File: src/rtl/class_vote_pkg.sv
`default_nettype none
// ============================================================================
// Module  : class_vote_pkg
// Brief   : Shared types, defaults and helpers for the class_vote filter.
// Revision: 1.0 - initial release
// ============================================================================
package class_vote_pkg;

    // Decision FSM encoding
    typedef enum logic [1:0] {
        ST_WARMUP = 2'd0,
        ST_LOW    = 2'd1,
        ST_HIGH   = 2'd2
    } vote_state_t;

    // Default window geometry and hysteresis thresholds
    localparam int DEF_WIN   = 8;
    localparam int DEF_HI_TH = 6;
    localparam int DEF_LO_TH = 2;

    // Ones-count width (covers WIN up to 16) and drop counter width
    localparam int CNT_W  = 5;
    localparam int DROP_W = 8;

    // Saturating increment for the drop counter
    function automatic logic [DROP_W-1:0] sat_inc(input logic [DROP_W-1:0] v);
        return (v == {DROP_W{1'b1}}) ? v : v + {{(DROP_W-1){1'b0}}, 1'b1};
    endfunction

endpackage
`default_nettype wire

File: src/rtl/vote_window.sv
`default_nettype none
// ============================================================================
// Module  : vote_window
// Brief   : WIN-sample history with incremental ones-count and warm-up
//           tracking. count_next_o is the count after the current sample.
// Revision: 1.0 - initial release
// ============================================================================
module vote_window
    import class_vote_pkg::*;
#(
    parameter int WIN = DEF_WIN
) (
    input  logic             clk,
    input  logic             rst,
    input  logic             valid_i,
    input  logic             class_i,
    output logic [CNT_W-1:0] count_next_o,
    output logic             warm_last_o
);

    localparam logic [CNT_W-1:0] WIN_C      = CNT_W'(WIN);
    localparam logic [CNT_W-1:0] WIN_LAST_C = CNT_W'(WIN - 1);

    logic [WIN-1:0]   hist_q;
    logic [CNT_W-1:0] count_q;
    logic [CNT_W-1:0] warm_q;
    logic             full;
    logic             oldest;
    logic [CNT_W-1:0] count_d;

    // Oldest sample only leaves the window once the window has filled
    always_comb begin
        full    = (warm_q == WIN_C);
        oldest  = full ? hist_q[WIN-1] : 1'b0;
        count_d = count_q;
        if (valid_i) begin
            count_d = count_q + CNT_W'(class_i) - CNT_W'(oldest);
        end
    end

    assign count_next_o = count_d;
    assign warm_last_o  = valid_i && (warm_q == WIN_LAST_C);

    // History shift, running count and warm-up counter (saturates at WIN)
    always_ff @(posedge clk) begin
        if (rst) begin
            hist_q  <= '0;
            count_q <= '0;
            warm_q  <= '0;
        end else if (valid_i) begin
            hist_q  <= {hist_q[WIN-2:0], class_i};
            count_q <= count_d;
            if (!full) begin
                warm_q <= warm_q + {{(CNT_W-1){1'b0}}, 1'b1};
            end
        end
    end

endmodule
`default_nettype wire

File: src/rtl/class_vote.sv
`default_nettype none
// ============================================================================
// Module  : class_vote
// Brief   : Hysteresis vote filter over a sliding window of classifier
//           samples; emits a decision event on each state change, with a
//           single-entry overwrite buffer and a saturating drop counter.
// Revision: 1.0 - initial release
// ============================================================================
module class_vote
    import class_vote_pkg::*;
#(
    parameter int WIN   = DEF_WIN,
    parameter int HI_TH = DEF_HI_TH,
    parameter int LO_TH = DEF_LO_TH
) (
    input  logic              clk,
    input  logic              rst,
    input  logic              in_valid,
    input  logic              in_class,
    output logic              out_valid,
    input  logic              out_ready,
    output logic              out_class,
    output logic [CNT_W-1:0]  out_count,
    output logic [DROP_W-1:0] drop_cnt
);

    localparam logic [CNT_W-1:0] HI_C = CNT_W'(HI_TH);
    localparam logic [CNT_W-1:0] LO_C = CNT_W'(LO_TH);

    logic [CNT_W-1:0] count_next;
    logic             warm_last;

    vote_window #(
        .WIN (WIN)
    ) u_window (
        .clk          (clk),
        .rst          (rst),
        .valid_i      (in_valid),
        .class_i      (in_class),
        .count_next_o (count_next),
        .warm_last_o  (warm_last)
    );

    vote_state_t       state_q, state_d;
    logic              fire;
    logic              ev_class;

    logic              valid_q, valid_d;
    logic              class_q, class_d;
    logic [CNT_W-1:0]  count_q, count_d;
    logic [DROP_W-1:0] drop_q,  drop_d;

    // Decision FSM: hysteresis thresholds evaluated on the post-sample count
    always_comb begin
        state_d  = state_q;
        fire     = 1'b0;
        ev_class = 1'b0;
        if (in_valid) begin
            case (state_q)
                ST_WARMUP: begin
                    if (warm_last) begin
                        fire = 1'b1;
                        if (count_next >= HI_C) begin
                            state_d  = ST_HIGH;
                            ev_class = 1'b1;
                        end else begin
                            state_d  = ST_LOW;
                        end
                    end
                end
                ST_LOW: begin
                    if (count_next >= HI_C) begin
                        state_d  = ST_HIGH;
                        fire     = 1'b1;
                        ev_class = 1'b1;
                    end
                end
                ST_HIGH: begin
                    if (count_next <= LO_C) begin
                        state_d = ST_LOW;
                        fire    = 1'b1;
                    end
                end
                default: state_d = ST_WARMUP;
            endcase
        end
    end

    // Event buffer: a new event replaces a pending one, counting a drop
    // only if the pending event is not being accepted this cycle
    always_comb begin
        valid_d = valid_q;
        class_d = class_q;
        count_d = count_q;
        drop_d  = drop_q;
        if (fire) begin
            valid_d = 1'b1;
            class_d = ev_class;
            count_d = count_next;
            if (valid_q && !out_ready) begin
                drop_d = sat_inc(drop_q);
            end
        end else if (valid_q && out_ready) begin
            valid_d = 1'b0;
        end
    end

    // State and event registers
    always_ff @(posedge clk) begin
        if (rst) begin
            state_q <= ST_WARMUP;
            valid_q <= 1'b0;
            class_q <= 1'b0;
            count_q <= '0;
            drop_q  <= '0;
        end else begin
            state_q <= state_d;
            valid_q <= valid_d;
            class_q <= class_d;
            count_q <= count_d;
            drop_q  <= drop_d;
        end
    end

    assign out_valid = valid_q;
    assign out_class = class_q;
    assign out_count = count_q;
    assign drop_cnt  = drop_q;

endmodule
`default_nettype wire

File: config.mk
export PLATFORM = sky130hd
export DESIGN_NAME = class_vote
export DESIGN_NICKNAME = d
export VERILOG_FILES = /design/src/rtl/class_vote_pkg.sv /design/src/rtl/vote_window.sv /design/src/rtl/class_vote.sv
export SDC_FILE = /design/constraint.sdc
export NUM_CORES = 1
export LEC_CHECK = 0
export CAP_MARGIN = 20
export CORE_MARGIN = 10
export CORE_UTILIZATION = 52
export DETAILED_ROUTE_END_ITERATION = 8
export PLACE_DENSITY = 0.74
export SYNTH_ARGS = -nofsm -noshare
export SYNTH_HDL_FRONTEND = slang
export SYNTH_SLANG_ARGS = --single-unit
File: constraint.sdc
create_clock -name clk -period 4.3 [get_ports clk]
set_clock_uncertainty 0.1 [all_clocks]
set_input_delay 0.645 -clock clk [delete_from_list [all_inputs] [get_ports clk]]
set_output_delay 0.645 -clock clk [all_outputs]
set_load 0.1 [all_outputs]
==> results of run 1 <==
## cell usage in the layout (no fill, tap or decap), types with 2 or more instances in the layout
master	n
xnor2_1	2
nand3_1	11
dfxtp_1	35
a21o_1	4
nor2_1	27
ha_1	8
inv_1	14
xor2_1	3
o21ai_0	3
a211oi_1	4
nand2_1	8
nor3_1	3
mux2_2	6
clkbuf_4	5
clkdlybuf4s50_1	19
mux2i_1	10
mux2_4	5
nor2b_1	13
nand4_1	5
and3_1	3
a21oi_1	17
buf_4	3
## worst max path at each step
stage                                           end  slack, ps
after global placement    out_count[1]$_SDFFE_PP0P_        370
after global routing       drop_cnt[4]$_SDFFE_PP0P_         30
after CTS                 out_count[4]$_SDFFE_PP0P_        180
after floorplan            drop_cnt[7]$_SDFFE_PP0P_        490
after detailed placement  out_count[0]$_SDFFE_PP0P_        180
final                      drop_cnt[4]$_SDFFE_PP0P_        210
## registers in the layout, indices dropped and copies added, names as in the netlist
register          cells
drop_cnt              8
out_class             1
out_count             5
out_valid             1
state_q               2
u_window.count_q      5
u_window.hist_q       8
u_window.warm_q       5
## repair_timing
action / CTS / global route
resized for setup: 0 / 2
setup endpoints to repair: 0 / 11
hold buffers: 0 / 0
## logic make-up after synthesis
logic type | after synthesis | synth area share, %
xor+xnor | 5 | 2.31
simple gates | 81 | 22.0
buf+inv | 23 | 5.02
mux | 21 | 12.8
flops | 35 | 37.0
fa+ha+maj | 9 | 6.34
compound gates | 38 | 14.6
## power by group
group / total [µW] / internal [µW] / switching, µW
Combinational: 106 / 42.2 / 63.3
Sequential: 343 / 332 / 10.8
Clock: 183 / 75.7 / 107
## critical path: stages, from the launching register on
cell	delay [ps]
dfxtp_1	370
inv_1	80
ha_1	200
nor4bb_2	180
and2_1	170
ha_1	260
inv_1	40
ha_1	200
fa_1	430
a21o_1	220
a2111oi_4	370
o32ai_2	190
or4_4	530
a211oi_1	280
mux2_2	370
## cell type report
cell class	count	area [µm²]	share of cell area (%)
Clock buffer	6	51.3	2.35
Inverter	14	52.6	2.40
Timing Repair Buffer	22	213	9.73
Tap cell	46	57.6	2.63
Clock inverter	1	5.00	0.229
Multi-Input combinational cell	154	1110	50.6
Sequential cell	35	701	32.0
## per-layer routing
metal  wire length, µm  share of wire [%]  vias up
met1              1810                 42      726
li1                  -                  -      785
met5                 0                  0        -
met4                65                1.5        0
met2              2060                 48       86
met3               368                8.6       11
## per-stage QoR
step / hold WS, ps / util [%] / setup slack, ps / cell area [µm²] / std cells
3_5_place_dp: 379 / 62.2 / 178 / 2120 / 271
6_report: 400 / 64.0 / 209 / 2190 / 278
4_1_cts: 399 / 63.8 / 179 / 2180 / 278
3_3_place_gp: 371 / 62.2 / 372 / 2120 / 271
2_1_floorplan: 352 / - / 485 / 1900 / 212
5_1_grt: 425 / 64.0 / 33.1 / 2190 / 278
==> results.sh, run 1 <==
export IMPL_drive_gt1_share_pct=12.9
export IMPL_initial_utilization_pct=55.5
export IMPL_rsz0062_at_grt="no"
export IMPL_finalPower_uw=631
export IMPL_tightest_slew_ps=978
export IMPL_end_kind="flop"
export IMPL_grt_pass1_vias=1597
export IMPL_dr_pass1_iters=5
export IMPL_min_path_type="reg2reg"
export IMPL_fp_row_count=21
export IMPL_antenna_found_initial=0
export IMPL_synth_top_area_cell="dfxtp_1"
export IMPL_die_x_um=80.4
export IMPL_period_share_pct=95.1
export IMPL_synthCells=212
export IMPL_worstPathArrival_ps=4220
export IMPL_grt_overflow_total=0
export IMPL_grt_util_met1_pct=16.3
export IMPL_max_freq_mhz=244
export IMPL_synth_async_reset_ratio_pct=0
export IMPL_reg2reg_from="u_window.warm_q[0]$_SDFFE_PP0P_"
export IMPL_power_leakage_uw=0.000877
export IMPL_cts_tree="yes"
export IMPL_area_growth_pct=15.4
export IMPL_grt_first_pass_wirelength_um=7300
export IMPL_yosysSeqAreaShare_pct=37.0
export IMPL_hold_depth=2
export IMPL_power_density_nw_per_um2=289
export IMPL_drt_iter0_drc=144
export IMPL_ys_top_cells_by_count="35 x dfxtp_1, 27 x nor2_1, 17 x a21oi_1, 14 x inv_1, 13 x nor2b_1"
export IMPL_ir_drop_v=0.000270
export IMPL_relSlewSlack_pct=34.6
export IMPL_startpoint_type="flop"
export IMPL_ys_warn_count=0
export IMPL_reg2reg_to="drop_cnt[4]$_SDFFE_PP0P_"
export IMPL_synth_top_flop_cell="dfxtp_1"
export IMPL_cts_htree_levels=2
export IMPL_timing_reg2reg_setup_slack_ps=210
export IMPL_core_um2=3420
export IMPL_cts_buffer_depth=2
export IMPL_clk_pin_slew_ps=110
export IMPL_netlist_top_cells_area="dfxtp_1 37%, nor2_1 5.3%, ha_1 5.3%"
export IMPL_critical_path_class="reg2reg"
export IMPL_drc_errors=0
export IMPL_finalHoldViolCount=0
export IMPL_grtUsageMet2_pct=22.2
export IMPL_cts_sinks=35
export IMPL_drv_cap=0
export IMPL_startpoint="u_window.warm_q[0]$_SDFFE_PP0P_"
export IMPL_gp_congestion=0.961
export IMPL_final_setup_viol_count=0
export IMPL_yosysMostFrequentCell="dfxtp_1"
export IMPL_final_nets=246
export IMPL_use_met3_pct=4.90
export IMPL_port_buffers=19
export IMPL_dp_hpwl_um=3130
export IMPL_period_needed_ps=4090
export IMPL_clkLatencyLatePin_ps=340
export IMPL_syn_area_um2=1900
export IMPL_grt_most_used_layer="met2"
export IMPL_ant_nets=0
export IMPL_routed_wl_um=4300
export IMPL_tns_ps=0
export IMPL_slew_violations=0
export IMPL_grt_total_usage_pct=13.9
export IMPL_vias=1608
export IMPL_synth_top_area_share_pct=37.0
export IMPL_wl_per_cell_um=15.5
export IMPL_die_area_um2=6460
export IMPL_post_cts_buffers=0
export IMPL_cts_root_buf="clkbuf_4"
export IMPL_n_fill_cell=297
export IMPL_synth_nets=226
export IMPL_vias_per_cell=5.78
export IMPL_min_from="u_window.hist_q[6]$_SDFFE_PP0P_"
export IMPL_reg2reg_depth=14
export IMPL_avgSynthCellArea_um2=8.94
export IMPL_io_pins=20
export IMPL_die_h_um=80.4
export IMPL_grt_max_degree=24
export IMPL_hold_path_end="u_window.hist_q[7]$_SDFFE_PP0P_"
export IMPL_cts_buffers=5
export IMPL_synth_distinct_cells=44
export IMPL_synth_edff_count=0
export IMPL_diodes=0
export IMPL_status="completed"
export IMPL_crit_fanout=8
export IMPL_yosys_register_bits=35
export IMPL_critPathRequiredTime_ps=4430
(Power assumes the default switching activity.)
==> inputs of run 2 (changes only) <==
- CORE_ASPECT_RATIO: default -> 1.1
- CTS_BUF_LIST: default -> sky130_fd_sc_hd__clkbuf_8
==> run 2 against run 1 <==
Compared with the run above: power increased by 14%; sequential power is essentially flat; first-iteration DRC count shrank 28%; routed wire length is 10% lower; clock-buffer cell count is 1 lower; sequential cell count unchanged; cell count rose by 0.72%; design area grew 2.5%; via count down 4.2%; combinational power is 5% lower; fmax grew 0.81%; clock power up 51%; highest routed layer unchanged.
==> results.sh, run 2 (synthesized netlist as in run 1, its figures left out) <==
export IMPL_drc_errors=0
export IMPL_crit_buf_inv=2
export IMPL_ir_drop_v=0.000204
export IMPL_min_path_type="reg2reg"
export IMPL_initial_utilization_pct=55.5
export IMPL_whs_ps=387
export IMPL_cts_root_buf="clkbuf_8"
export IMPL_crit_fanout=8
export IMPL_cts_sinks=35
export IMPL_area_growth_pct=18.2
export IMPL_ant_nets=0
export IMPL_relSlewSlack_pct=34.3
export IMPL_dp_slack_ps=165
export IMPL_gp_congestion=0.918
export IMPL_period_share_pct=94.4
export IMPL_drv_cap=0
export IMPL_max_freq_mhz=246
export IMPL_slew_violations=0
export IMPL_status="completed"
export IMPL_core_um2=3410
export IMPL_n_fill_cell=337
export IMPL_grt_max_degree=26
export IMPL_post_cts_buffers=0
export IMPL_vias_per_cell=5.50
export IMPL_drive_gt1_share_pct=12.9
export IMPL_cts_htree_levels=2
export IMPL_cts_buffer_depth=2
export IMPL_end_kind="flop"
export IMPL_drt_iter0_drc=104
export IMPL_fp_row_count=22
export IMPL_seqCellArea_um2=701
export IMPL_wl_per_cell_um=13.8
export IMPL_final_setup_viol_count=0
export IMPL_die_x_um=77.6
export IMPL_die_h_um=83.3
export IMPL_grt_pass1_vias=1510
export IMPL_grt_overflow_total=0
export IMPL_grt_total_usage_pct=12.5
export IMPL_power_leakage_uw=0.000899
export IMPL_final_nets=246
export IMPL_dpl_cell_area_um2=2130
export IMPL_die_area_um2=6460
export IMPL_critical_path_class="reg2reg"
export IMPL_grt_first_pass_wirelength_um=6880
export IMPL_worstPathArrival_ps=4130
export IMPL_final_common_cell="dfxtp_1"
export IMPL_critPathSlowestCell="or4_4"
export IMPL_final_core_util_pct=65.7
export IMPL_rsz0062_at_grt="no"
export IMPL_cts_resized=0
export IMPL_antenna_found_initial=0
export IMPL_cpMostUsedCell="ha_1"
export IMPL_max_stage_delay_ps=530
export IMPL_layout_common_cells="35 x dfxtp_1, 27 x nor2_1, 19 x clkdlybuf4s50_1"
export IMPL_clkLatencyLatePin_ps=280
export IMPL_startpoint="u_window.warm_q[0]$_SDFFE_PP0P_"
export IMPL_routed_wl_um=3860
export IMPL_diodes=0
export IMPL_cts_hold_fix_buffers=0
export IMPL_tightest_slew_ps=982
export IMPL_fin_ws_ps=242
export IMPL_vias=1541
export IMPL_clk_pin_slew_ps=70
export IMPL_reg2reg_from="u_window.warm_q[0]$_SDFFE_PP0P_"
export IMPL_dr_pass1_iters=4
export IMPL_crit_chain="inv_1 > ha_1 > nor4bb_2 > and2_1 > ha_1 > inv_1 > ha_1 > fa_1 > a21o_1 > a2111oi_4 > o32ai_2 > or4_4 > a211oi_1 > mux2_2"
export IMPL_crit_family="adder cells"
export IMPL_io_pins=20
export IMPL_cts_buffers=5
export IMPL_tns_ps=0
export IMPL_power_density_nw_per_um2=321
export IMPL_min_from="out_class$_SDFFE_PP0P_"
export IMPL_finalHoldViolCount=0
export IMPL_multi_input_area_um2=1110
export IMPL_startpoint_type="flop"
export IMPL_critPathRequiredTime_ps=4370
export IMPL_dp_hpwl_um=2860
export IMPL_cts_tree="yes"
export IMPL_design_area_um2=2240
export IMPL_port_buffers=19
export IMPL_period_needed_ps=4060
[run 2: report_power, final]
part	total, µW	internal, µW	switching (µW)	leakage [µW]
Combinational	101	41.8	59.6	0.000560
Sequential	342	332	10.1	0.000283
Clock	276	167	109	0.0000554
Total	720	541	178	0.000899
[run 2: per-layer routing]
metal  wire length [µm]  global-route usage (%)
met1               1690                    14.0
met5                  0                       0
met4                 56                    4.46
met2               1900                    21.3
met3                211                    4.31
[run 2: worst min-delay path, delay by kind of cell, from the launching register on]
kind,cells,cell delay [ps]
flip-flops,1,320
AO/OA/AOI/OAI,1,60
buffers and inverters,1,70
[run 2: through the flow]
stage               power (µW)  instances
floorplan                  426        212
global placement           446        273
detailed placement         448        273
CTS                        725        280
global route               757        280
finish                     720        280
[run 2: layout make-up]
class	count	share of cell area, %
Clock buffer	5	3.07
Clock inverter	2	1.51
Inverter	14	2.35
Multi-Input combinational cell	154	49.6
Sequential cell	35	31.3
Tap cell	48	2.68
Timing Repair Buffer	22	9.49
[run 2: final timing paths]
check,depth (start not counted),endpoint,slack [ps]
setup reg to reg,14,drop_cnt[4]$_SDFFE_PP0P_,240
hold reg to reg,2,out_class$_SDFFE_PP0P_,390
setup / recovery,14,drop_cnt[4]$_SDFFE_PP0P_,240
hold / removal,2,out_class$_SDFFE_PP0P_,390
